[config.mk]
export PLATFORM = sky130hd
export DESIGN_NAME = live_led_monitor
export DESIGN_NICKNAME = d
export VERILOG_FILES = /design/src/rtl/live_led_monitor.sv
export SDC_FILE = /design/constraint.sdc
export NUM_CORES = 1
export LEC_CHECK = 0
export ABC_AREA = 1
export CAP_MARGIN = 20
export CORE_AREA = 2 2 106 108
export DETAILED_ROUTE_END_ITERATION = 6
export DIE_AREA = 0 0 108 110
export MAX_ROUTING_LAYER = met4
export PLACE_DENSITY = 0.62
export SLEW_MARGIN = 20
export SYNTH_ARGS = -nofsm -noshare
export SYNTH_HDL_FRONTEND = slang
export SYNTH_SLANG_ARGS = --single-unit
[constraint.sdc]
create_clock -name clk -period 2.9 [get_ports clk]
set_clock_uncertainty 0.15 [all_clocks]
set_input_delay 0.435 -clock clk [delete_from_list [all_inputs] [get_ports clk]]
set_output_delay 0.435 -clock clk [all_outputs]
set_load 0.005 [all_outputs]
[src/rtl/live_led_monitor.sv]
`default_nettype none
// ============================================================================
//  Module      : live_led_monitor
//  Description : Receive-side heartbeat checker. Synchronises an incoming
//                heartbeat square wave, measures every half-period and reports
//                alive/dead status, the last measured half-period and a
//                saturating count of entries into the DEAD state.
//  Ports       : clk          system clock
//                reset        synchronous, active-low reset
//                hb_in        heartbeat input, asynchronous to clk
//                alive        1 while the link is in ALIVE (registered)
//                dead         1 while the link is in DEAD (registered)
//                half_period  cycles between the last two detected edges
//                err_cnt      number of entries into DEAD, saturates at 255
//  Revision    : 1.0 - initial release
// ============================================================================
module live_led_monitor #(
  parameter int CNT_W      = 26,
  parameter int MIN_HALF   = 45000000,
  parameter int MAX_HALF   = 55000000,
  parameter int LOCK_EDGES = 3
) (
  input  logic             clk,
  input  logic             reset,
  input  logic             hb_in,
  output logic             alive,
  output logic             dead,
  output logic [CNT_W-1:0] half_period,
  output logic [7:0]       err_cnt
);

  localparam int                GOOD_W = $clog2(LOCK_EDGES + 1);
  localparam logic [CNT_W-1:0]  C_MIN  = CNT_W'(MIN_HALF);
  localparam logic [CNT_W-1:0]  C_MAX  = CNT_W'(MAX_HALF);
  localparam logic [GOOD_W-1:0] C_LOCK = GOOD_W'(LOCK_EDGES);

  typedef enum logic [1:0] {
    ST_ACQ   = 2'd0,
    ST_LOCK  = 2'd1,
    ST_ALIVE = 2'd2,
    ST_DEAD  = 2'd3
  } state_t;

  state_t            r_state;
  state_t            w_next;
  logic              r_sync1;
  logic              r_sync2;
  logic              r_prev;
  logic [CNT_W-1:0]  r_cnt;
  logic [GOOD_W-1:0] r_good;
  logic [GOOD_W-1:0] w_good_next;
  logic [GOOD_W-1:0] w_good_inc;
  logic [CNT_W-1:0]  w_h;
  logic              w_edge;
  logic              w_timeout;
  logic              w_in_range;

  // Both polarities of the heartbeat count as an edge.
  assign w_edge     = r_sync2 ^ r_prev;
  // Measured half-period includes the edge cycle itself.
  assign w_h        = r_cnt + CNT_W'(1);
  // r_cnt saturates at MAX_HALF, so reaching it without an edge means
  // MAX_HALF+1 cycles have elapsed since the last edge.
  assign w_timeout  = !w_edge && (r_cnt == C_MAX);
  assign w_in_range = (w_h >= C_MIN) && (w_h <= C_MAX);
  assign w_good_inc = r_good + GOOD_W'(1);

  always_comb begin
    w_next      = r_state;
    w_good_next = r_good;
    case (r_state)
      ST_ACQ: begin
        if (w_edge) begin
          // This edge only sets the timing origin.
          w_next      = ST_LOCK;
          w_good_next = '0;
        end else if (w_timeout) begin
          w_next = ST_DEAD;
        end
      end
      ST_LOCK: begin
        if (w_edge) begin
          if (w_in_range) begin
            w_good_next = w_good_inc;
            if (w_good_inc == C_LOCK) begin
              w_next = ST_ALIVE;
            end
          end else begin
            // An off-frequency half-period restarts the lock count
            // without being treated as a fault.
            w_good_next = '0;
          end
        end else if (w_timeout) begin
          w_next = ST_DEAD;
        end
      end
      ST_ALIVE: begin
        // Only a too-short half-period (glitch) or a timeout drops the link.
        if (w_edge) begin
          if (w_h < C_MIN) begin
            w_next = ST_DEAD;
          end
        end else if (w_timeout) begin
          w_next = ST_DEAD;
        end
      end
      ST_DEAD: begin
        if (w_edge) begin
          w_next      = ST_LOCK;
          w_good_next = '0;
        end
      end
      default: begin
        w_next      = ST_ACQ;
        w_good_next = '0;
      end
    endcase
  end

  always_ff @(posedge clk) begin
    if (!reset) begin
      r_sync1     <= 1'b0;
      r_sync2     <= 1'b0;
      r_prev      <= 1'b0;
      r_cnt       <= '0;
      r_good      <= '0;
      r_state     <= ST_ACQ;
      alive       <= 1'b0;
      dead        <= 1'b0;
      half_period <= '0;
      err_cnt     <= 8'd0;
    end else begin
      r_sync1 <= hb_in;
      r_sync2 <= r_sync1;
      r_prev  <= r_sync2;

      if (w_edge) begin
        r_cnt       <= '0;
        half_period <= w_h;
      end else if (r_cnt != C_MAX) begin
        r_cnt <= w_h;
      end

      r_state <= w_next;
      r_good  <= w_good_next;

      // Status flags follow the registered state one cycle later.
      alive <= (r_state == ST_ALIVE);
      dead  <= (r_state == ST_DEAD);

      if ((w_next == ST_DEAD) && (r_state != ST_DEAD) && (err_cnt != 8'hFF)) begin
        err_cnt <= err_cnt + 8'd1;
      end
    end
  end

endmodule
`default_nettype wire

==> results.sh, run 1 <==
export IMPL_track_usage=0.1803
export IMPL_place_hpwl_um=7599
export IMPL_cts_tree="done"
export IMPL_slowest_delay_ns=0.39
export IMPL_vias_per_cell=4.739
export IMPL_n_antenna_cell=0
export IMPL_wl_per_cell_um=13.09
export IMPL_met3_usage=0.02704
export IMPL_ys_seq_elements=69
export IMPL_drv_cap=0
export IMPL_power_static_leakage_uw=0.001934
export IMPL_clock_root_buffer="clkbuf_8"
export IMPL_clockBufferDepth=2
export IMPL_startpoint="r_cnt[1]"
export IMPL_fin_hold_ws_ns=0.2760
export IMPL_dp_cells=755
export IMPL_drc=0
export IMPL_layout_commonest_cell="nand2_1"
export IMPL_drv_slew=0
export IMPL_layout_common_cells="nand2_1 (167), nor2_1 (64), inv_1 (56)"
export IMPL_htree_levels=3
export IMPL_drt_iter0_markers=166
export IMPL_cp_data_required_time_ns=3.04
export IMPL_cp_common_cell="nand2_1"
export IMPL_reg2reg_from="r_cnt[1]"
export IMPL_fmax_mhz=361.4
export IMPL_grt_max_degree=29
export IMPL_hold_violations=0
export IMPL_vias=3711
export IMPL_grt_pass1_vias=3311
export IMPL_yosys_warnings=0
export IMPL_top_usage_layer="met2"
export IMPL_drive_gt1_frac=0.2240
export IMPL_fp_coreArea_um2=10700
export IMPL_grt_use_met1=0.2352
export IMPL_min_period_ns=2.767
export IMPL_grt_overflow=0
export IMPL_postRouteAntennaNets=0
export IMPL_p_per_area_nw_per_um2=378.1
export IMPL_syn_inst=558
export IMPL_worst_slew_pin_slew_ns=0.7900
export IMPL_arrival_ns=2.90
export IMPL_p_total_uw=1844
export IMPL_cts_clk_slew_worst_paths_ns=0.08
export IMPL_vdd_ir_drop_max_mv=0.1881
export IMPL_drtPass1Iterations=4
export IMPL_io_pins=39
export IMPL_setup_viol=0
export IMPL_crit_path_start_kind="flip-flop"
export IMPL_die_h_um=110
export IMPL_syn2layout_area_growth_pct=33.14
export IMPL_worstPathCellList="ha_4 > nand3_4 > inv_4 > nand2_4 > nor2_4 > nand2_1 > nand2_1 > nand2_2 > inv_2 > nand4_1 > nor2_2 > nand2_1 > nand2_1 > nand2_2 > nand3_4 > nand2_2 > nand2_1 > nand2_1 > nand2_2 > nand2_4 > nand2_4 > nand2_1 > a21oi_2"
export IMPL_avgSynthCellArea_um2=6.563
export IMPL_hold_buffers=0
export IMPL_numCtsBuffers=9
export IMPL_portBuffers=38
export IMPL_place_gp_congestion=0.9157
export IMPL_dieWidth_um=108
export IMPL_critPathSlowestCell="dfxtp_4"
export IMPL_final_period_utilization=0.9542
export IMPL_initial_core_util=0.3423
export IMPL_totalWireLength_um=10250
export IMPL_final_cells=783
export IMPL_setup_tns_ns=0
export IMPL_synth_cell_type_count=30
export IMPL_placed_cell_area_um2=4397
export IMPL_synth_seq_area_share=0.3772
export IMPL_end_kind="flip-flop"
export IMPL_grt_setup_unrepaired="yes"
export IMPL_critPathKind="flip-flop to flip-flop"
export IMPL_clk_latency_ns=0.35
export IMPL_synth_nets=569
export IMPL_max_slew_margin=0.4728
export IMPL_use_met2=0.2893
export IMPL_grt_pass1_wl_um=16140
export IMPL_placementRows=38
export IMPL_dieArea_um2=11880
export IMPL_cts_sinks=69
export IMPL_fin_area_um2=4876
export IMPL_min_delay_start="r_sync1"
export IMPL_status="complete, no violations"
export IMPL_synth_area_um2=3662
export IMPL_antenna_found_initial=0
export IMPL_cp_max_fo=7
export IMPL_hold_path_class="flip-flop to flip-flop"
export IMPL_num_nets_final=649
power breakdown:
part	switching [uW]	internal [uW]	leakage [uW]
registers	13.8	957	0.000567
clock network	383	330	0.0000880
logic	104	54.8	0.00128
what timing repair did:
action,in CTS,in global routing
setup buffers,0,10
cloned,1,1
setup endpoints to repair,8,8
gates resized for setup,6,62
hold endpoints to repair,0,0
pin swaps,1,17
critical path, delay by kind of cell, from the launching register on:
family                     cells  cell delay, ns
adders and majority gates      1            0.15
DFF                            1            0.39
buffers and inverters          2            0.17
AOI/OAI and AO/OA              1            0.11
and+or+nand+nor               19            1.74
cells by family (layout without fill, tap and decap cells):
kind of cell | after synthesis | after routing | synth area share
DFF | 69 | 69 | 0.3772
xor gates and xnor gates | 9 | 9 | 0.02152
adders and majority gates | 8 | 8 | 0.02733
AOI/OAI and AO/OA | 54 | 55 | 0.07961
and+or+nand+nor | 348 | 349 | 0.4223
buffers and inverters | 70 | 153 | 0.07208
synth_stat cells (all sizes together):
| library cell | count | area [um^2] |
|---|---|---|
| clkbuf | 9 | 33.78 |
| xnor2 | 5 | 43.79 |
| clkinv | 1 | 5.000 |
| o21ai | 34 | 170.2 |
| nand3 | 41 | 230.2 |
| a21oi | 16 | 91.34 |
| nor2 | 91 | 404.1 |
| nand4 | 11 | 68.82 |
| dfxtp | 69 | 1381 |
| xor2 | 4 | 35.03 |
| a31oi | 1 | 6.260 |
| nor3 | 1 | 5.000 |
| and2 | 2 | 12.51 |
| or2 | 1 | 6.260 |
| nand2 | 193 | 767.0 |
| o211ai | 1 | 7.510 |
| a31o | 1 | 8.760 |
| nor4 | 6 | 37.54 |
| o31ai | 1 | 7.510 |
| nand3b | 2 | 15.01 |
| inv | 60 | 225.2 |
| ha | 8 | 100.1 |
layout make-up:
class                           instances  area (um^2)
Fill cell                            1111         5822
Multi-Input combinational cell        421         2208
Sequential cell                        69         1414
Timing Repair Buffer                   76        665.6
Inverter                               61        236.5
Tap cell                              140        175.2
Clock buffer                           10        137.6
Clock inverter                          6        38.79
metal layers:
layer | up-vias | share of wire
li1 | 1931 | -
met2 | 63 | 0.46
met4 | 0 | 0.014
met1 | 1705 | 0.49
met3 | 12 | 0.035
met5 | - | 0
sequential cells by signal, summed over array words and instances (netlist names):
signal       flops
alive            1
half_period     26
dead             1
r_cnt           26
r_good           2
r_prev           1
err_cnt          8
r_sync1          1
r_sync2          1
r_state          2
through the flow:
stage	util	setup WS [ns]
after global placement	0.4110	-0.06994
after floorplan	-	0.3671
after CTS	0.4292	0.008969
after detailed placement	0.4110	-0.1457
final	0.4558	0.1327
after global routing	0.4558	-0.1172
final timing paths:
kind | endpoint | slack [ns] | cells past startpoint
worst max-delay path | err_cnt[3] | 0.13 | 23
worst min-delay path | r_sync2 | 0.28 | 2
worst max register to register | err_cnt[3] | 0.13 | 23
worst min register to register | r_sync2 | 0.28 | 2
Power figures use the tool's default switching activity.
==> run 2: changes to the inputs <==
- CTS_CLUSTER_DIAMETER: unset -> 50
- PLACE_DENSITY: 0.62 -> 0.64
- clock period: 2.9 -> 2.35 ns (I/O delays scaled with it)
==> run 2 against run 1 <==
  * The flow now finishes with violations (negative setup slack)
  * Non-clock buffer count rose by 49
  * Total power rose by 36%
  * First-iteration DRC count fell by 5.4%
  * Via count rose by 3.5%
  * Core utilization rose by 4.0 points
  * Global-route usage rose by 1.1 points
  * Design area rose by 8.7%
  * Hold slack got worse by 0.018 ns
  * Wire length fell by 0.38%
  * Setup slack got worse by 0.51 ns
  * Clock power rose by 53%
  * Sequential power rose by 24%
  * Highest routed layer unchanged
==> results.sh, run 2 (synthesized netlist as in run 1, its figures left out) <==
export IMPL_cp_data_required_time_ns=2.45
export IMPL_cts_tree="done"
export IMPL_drt_iter0_markers=157
export IMPL_place_hpwl_um=7664
export IMPL_vdd_ir_drop_max_mv=0.2754
export IMPL_drv_slew=0
export IMPL_io_pins=39
export IMPL_min_period_ns=2.726
export IMPL_drc=0
export IMPL_dieArea_um2=11880
export IMPL_fmax_mhz=366.9
export IMPL_layout_common_cells="nand2_1 (165), buf_4 (86), nor2_1 (68)"
export IMPL_largestRegisters="half_period (26), r_cnt (26), err_cnt (8)"
export IMPL_totalWireLength_um=10210
export IMPL_hold_violations=0
export IMPL_p_total_uw=2511
export IMPL_htree_levels=3
export IMPL_antenna_found_initial=0
export IMPL_fin_hold_ws_ns=0.2583
export IMPL_setup_viol=10
export IMPL_placementRows=38
export IMPL_num_nets_final=698
export IMPL_final_period_utilization=1.160
export IMPL_initial_core_util=0.3423
export IMPL_vias=3840
export IMPL_grt_overflow=0
export IMPL_fin_area_um2=5301
export IMPL_p_comb_frac=0.089
export IMPL_p_per_area_nw_per_um2=473.6
export IMPL_placed_cell_area_um2=4857
export IMPL_p_seq_frac=0.477
export IMPL_hold_buffers=0
export IMPL_max_slew_margin=0.7680
export IMPL_clockBufferDepth=2
export IMPL_drtPass1Iterations=4
export IMPL_r2r_cells=20
export IMPL_numCtsBuffers=9
export IMPL_n_antenna_cell=0
export IMPL_portBuffers=38
export IMPL_setup_ws_ns=-0.3756
export IMPL_crit_path_start_kind="flip-flop"
export IMPL_worst_slew_pin_slew_ns=0.3448
export IMPL_netSwitchingPower_uw=626.7
export IMPL_grt_max_degree=26
export IMPL_power_static_leakage_uw=0.002205
export IMPL_cts_clk_slew_worst_paths_ns=0.08
export IMPL_whs_path_depth=2
export IMPL_grt_pass1_wl_um=17220
export IMPL_setup_tns_ns=-3.117
export IMPL_critPathKind="flip-flop to flip-flop"
export IMPL_vias_per_cell=4.615
export IMPL_die_h_um=110
export IMPL_place_gp_congestion=0.9338
export IMPL_postRouteAntennaNets=0
export IMPL_num_fill_cells=1069
export IMPL_regArea_um2=1409
export IMPL_track_usage=0.1912
export IMPL_syn2layout_area_growth_pct=44.76
export IMPL_hold_path_class="flip-flop to flip-flop"
export IMPL_drive_gt1_frac=0.2775
export IMPL_fp_coreArea_um2=10700
export IMPL_multi_input_area_um2=2213
export IMPL_grt_pass1_vias=3719
export IMPL_clkPwrFrac=0.433
export IMPL_layout_commonest_cell="nand2_1"
export IMPL_wl_per_cell_um=12.28
export IMPL_status="finished, violations left"
export IMPL_violations="negative setup slack"
export IMPL_clock_root_buffer="clkbuf_8"
export IMPL_p_int_uw=1884
export IMPL_cts_sinks=69
export IMPL_end_kind="flip-flop"
export IMPL_place_ws_ns=-0.5217
export IMPL_clk_latency_ns=0.36
export IMPL_arrival_ns=2.83
export IMPL_grt_setup_unrepaired="yes"
export IMPL_dieWidth_um=108
export IMPL_drv_cap=0
export IMPL_switching_share=0.2496
export IMPL_cp_max_fo=7
[run 2: cell count changes in the layout (fill, tap and decap cells not counted), moves of 4 or more]
cell	delta
nor2_1	+4
nor2_2	-4
nand3_2	+4
buf_4	+48
[run 2: what timing repair did]
| item | in CTS | in global routing |
|---|---|---|
| gates cloned | 2 | 0 |
| pin swaps | 23 | 8 |
| setup buffers | 5 | 2 |
| gates resized for setup | 33 | 11 |
| endpoints found under the setup margin | 12 | 12 |
[run 2: worst paths after layout]
| kind | startpoint | end | slack, ns |
|---|---|---|---|
| max | r_cnt[0] | err_cnt[3] | -0.38 |
| min | r_sync1 | r_sync2 | 0.26 |
| max reg2reg | r_cnt[0] | err_cnt[3] | -0.38 |
| min reg2reg | r_sync1 | r_sync2 | 0.26 |
[run 2: layer usage]
layer / part of all wire / track usage
met1: 0.48 / 0.2412
met2: 0.47 / 0.3055
met3: 0.032 / 0.03704
met4: 0.020 / 0.07143
met5: 0 / -
[run 2: power groups by stage]
| stage | combinational [uW] | sequential, uW | clock (uW) |
|---|---|---|---|
| floorplan | 130 | 1220 | 0 |
| global placement | 189 | 1220 | 0 |
| detailed placement | 194 | 1230 | 0 |
| CTS | 211 | 1200 | 1120 |
| global route | 250 | 1200 | 1180 |
| finish | 224 | 1200 | 1090 |
[run 2: final cells by class]
type / count / share of cell area
clock buffers: 12 / 0.03328
well taps: 140 / 0.03304
flip-flops and latches: 69 / 0.2658
repair buffers: 125 / 0.1957
multi-input cells: 421 / 0.4175
inverters: 61 / 0.04508
clock inverters: 4 / 0.009677
[run 2: per-stage QoR]
stage                     cells  utilization
final                       832       0.4956
after detailed placement    807       0.4540
after global routing        832       0.4956
after global placement      807       0.4540
after CTS                   830       0.4903
after floorplan             558            -
[run 2: critical path, stage by stage (launching register included)]
cell,delay [ns]
dfxtp_4,0.38
ha_4,0.14
nand3_4,0.13
inv_8,0.12
nand2_8,0.07
nand2_2,0.07
nand2_2,0.06
buf_4,0.13
buf_4,0.12
inv_1,0.06
o211ai_1,0.13
nand3_2,0.12
nand3_2,0.12
nand2_1,0.08
nand3_1,0.06
nand2_1,0.11
nand2_4,0.09
a21oi_4,0.23
nand2_4,0.10
nand2_1,0.08
a21oi_2,0.06
==> run 3: changes to the inputs <==
- GPL_TIMING_DRIVEN: unset -> 0
==> run 3 against run 2 <==
  * The flow still finishes with violations (negative setup slack)
  * Wire length is 4.2% higher
  * Cell count shrank 5.2%
  * Hold slack lost 0.0037 ns
  * Via count is 0.13% higher
  * Setup slack worse by 0.16 ns
  * Largest cell class unchanged
  * Largest power group is now clock
==> results.sh, run 3 (synthesized netlist as in run 1, its figures left out) <==
export IMPL_status="finished, violations left"
export IMPL_violations="negative setup slack"
export IMPL_setup_tns_ns=-5.357
export IMPL_grt_max_degree=13
export IMPL_arrival_ns=2.96
export IMPL_drive_gt1_frac=0.2527
export IMPL_min_delay_start="reset"
export IMPL_critPathBufInv=2
export IMPL_place_hpwl_um=7367
export IMPL_p_per_area_nw_per_um2=527.7
export IMPL_slowest_delay_ns=0.39
export IMPL_fp_coreArea_um2=10700
export IMPL_r2r_end="err_cnt[4]"
export IMPL_placementRows=38
export IMPL_cts_tree="done"
export IMPL_num_fill_cells=1090
export IMPL_final_period_utilization=1.226
export IMPL_numCtsBuffers=9
export IMPL_antenna_found_initial=0
export IMPL_vias=3845
export IMPL_setup_viol=12
export IMPL_initial_core_util=0.3423
export IMPL_grt_pass1_wl_um=17230
export IMPL_min_period_ns=2.881
export IMPL_portBuffers=37
export IMPL_grt_pass1_vias=3721
export IMPL_placed_cell_area_um2=4278
export IMPL_crit_cells=20
export IMPL_reg2reg_from="r_cnt[1]"
export IMPL_end_kind="flip-flop"
export IMPL_fin_area_um2=5074
export IMPL_totalWireLength_um=10640
export IMPL_cp_max_fo=7
export IMPL_postRouteAntennaNets=0
export IMPL_drv_slew=0
export IMPL_track_usage=0.1917
export IMPL_setup_ws_ns=-0.5312
export IMPL_worst_slew_pin_slew_ns=0.5564
export IMPL_drv_cap=0
export IMPL_cp_common_cell="nand2_1"
export IMPL_crit_family="simple AND/OR/NAND/NOR gates"
export IMPL_n_antenna_cell=0
export IMPL_wl_per_cell_um=13.49
export IMPL_fmax_mhz=347.1
export IMPL_drc=0
export IMPL_io_pins=39
export IMPL_num_nets_final=655
export IMPL_clk_latency_ns=0.36
export IMPL_dieArea_um2=11880
export IMPL_vias_per_cell=4.873
export IMPL_power_static_leakage_uw=0.001976
export IMPL_rrSetupSlack_ns=-0.53
export IMPL_r2r_cells=20
export IMPL_cts_clk_slew_worst_paths_ns=0.08
export IMPL_vdd_ir_drop_max_mv=0.2486
export IMPL_critPathSlowestCell="dfxtp_4"
export IMPL_layout_commonest_cell="nand2_1"
export IMPL_place_gp_congestion=0.9214
export IMPL_grt_setup_unrepaired="yes"
export IMPL_worstPathCellList="ha_4 > nand3_4 > nor2_4 > buf_4 > nand3_1 > nand2_1 > nor2_1 > nand2_1 > nor2_1 > nor2_2 > nand3_4 > nand2_2 > nand3_1 > nand2_1 > nand2_2 > a21oi_4 > buf_12 > nand2_8 > nand2_1 > a21oi_1"
export IMPL_clock_root_buffer="clkbuf_8"
export IMPL_syn2layout_area_growth_pct=38.54
export IMPL_dieWidth_um=108
export IMPL_clockBufferDepth=2
export IMPL_drt_iter0_markers=201
export IMPL_crit_path_start_kind="flip-flop"
export IMPL_hold_violations=0
export IMPL_crit_end="err_cnt[4]"
export IMPL_largestRegisters="half_period (26), r_cnt (26), err_cnt (8)"
export IMPL_startpoint="r_cnt[1]"
export IMPL_hold_buffers=0
export IMPL_critPathKind="flip-flop to flip-flop"
export IMPL_cp_data_required_time_ns=2.43
export IMPL_max_slew_margin=0.6290
export IMPL_layout_common_cells="nand2_1 (157), nor2_1 (61), inv_1 (55)"
export IMPL_grt_overflow=0
export IMPL_die_h_um=110
export IMPL_drtPass1Iterations=7
export IMPL_htree_levels=3
export IMPL_cts_sinks=69
export IMPL_hold_path_class="input port to flip-flop"
## run 3: area by class of cell
type | instances | area [um^2] | share of cell area
timing repair buffer | 74 | 686.9 | 0.1354
buffer | 9 | 37.54 | 0.007398
inverter | 61 | 236.5 | 0.04661
clock buffer | 12 | 176.4 | 0.03477
tap | 140 | 175.2 | 0.03453
clock inverter | 4 | 76.32 | 0.01504
sequential | 69 | 1428 | 0.2814
multi-input combinational | 420 | 2257 | 0.4449
## run 3: worst register-to-register path, cell delays in order (launching register included)
cell     delay, ns
dfxtp_4       0.39
ha_4          0.15
nand3_4       0.13
nor2_4        0.17
buf_4         0.15
nand3_1       0.08
nand2_1       0.09
nor2_1        0.04
nand2_1       0.13
nor2_1        0.07
nor2_2        0.15
nand3_4       0.14
nand2_2       0.10
nand3_1       0.07
nand2_1       0.09
nand2_2       0.07
a21oi_4       0.25
buf_12        0.15
nand2_8       0.07
nand2_1       0.06
a21oi_1       0.06
## run 3: per-stage QoR
stage                     hold slack, ns  worst slack [ns]    util  cells  power, uW
after global placement            0.2494           -0.6541  0.3999    735       1395
after detailed placement          0.2504           -0.6806  0.3999    735       1400
after global routing              0.2741           -0.6690  0.4743    789       2776
after floorplan                   0.2405          -0.01119       -    558       1354
final                             0.2546           -0.5312  0.4743    789       2677
after CTS                         0.2447           -0.3918  0.4584    782       2640
## run 3: worst min-delay path by stage
| stage | cells past startpoint | slack (ns) | endpoint |
|---|---|---|---|
| global placement | 2 | 0.25 | r_sync2 |
| global route | 2 | 0.27 | r_sync2 |
| floorplan | 2 | 0.24 | r_sync2 |
| detailed placement | 2 | 0.25 | r_sync2 |
| CTS | 3 | 0.24 | r_sync2 |
| finish | 3 | 0.25 | r_sync2 |
## run 3: repair_timing
item / CTS / global route
setup buffers: 30 / 7
gates resized for setup: 46 / 36
cloned: 1 / 0
pin swaps: 21 / 20
setup endpoints to repair: 12 / 32
## run 3: power by group
part | internal (uW) | leakage, uW | switching (uW)
Sequential | 1180 | 0.000569 | 16.3
Clock | 722 | 0.000124 | 491
Combinational | 121 | 0.00128 | 151
Total | 2020 | 0.00198 | 658
## run 3: metal layers
layer  global-route usage  routed length (um)
met2               0.3055                5017
met5                    -                   0
met1               0.2283                4737
met4               0.1218                 416
met3              0.02822                 469
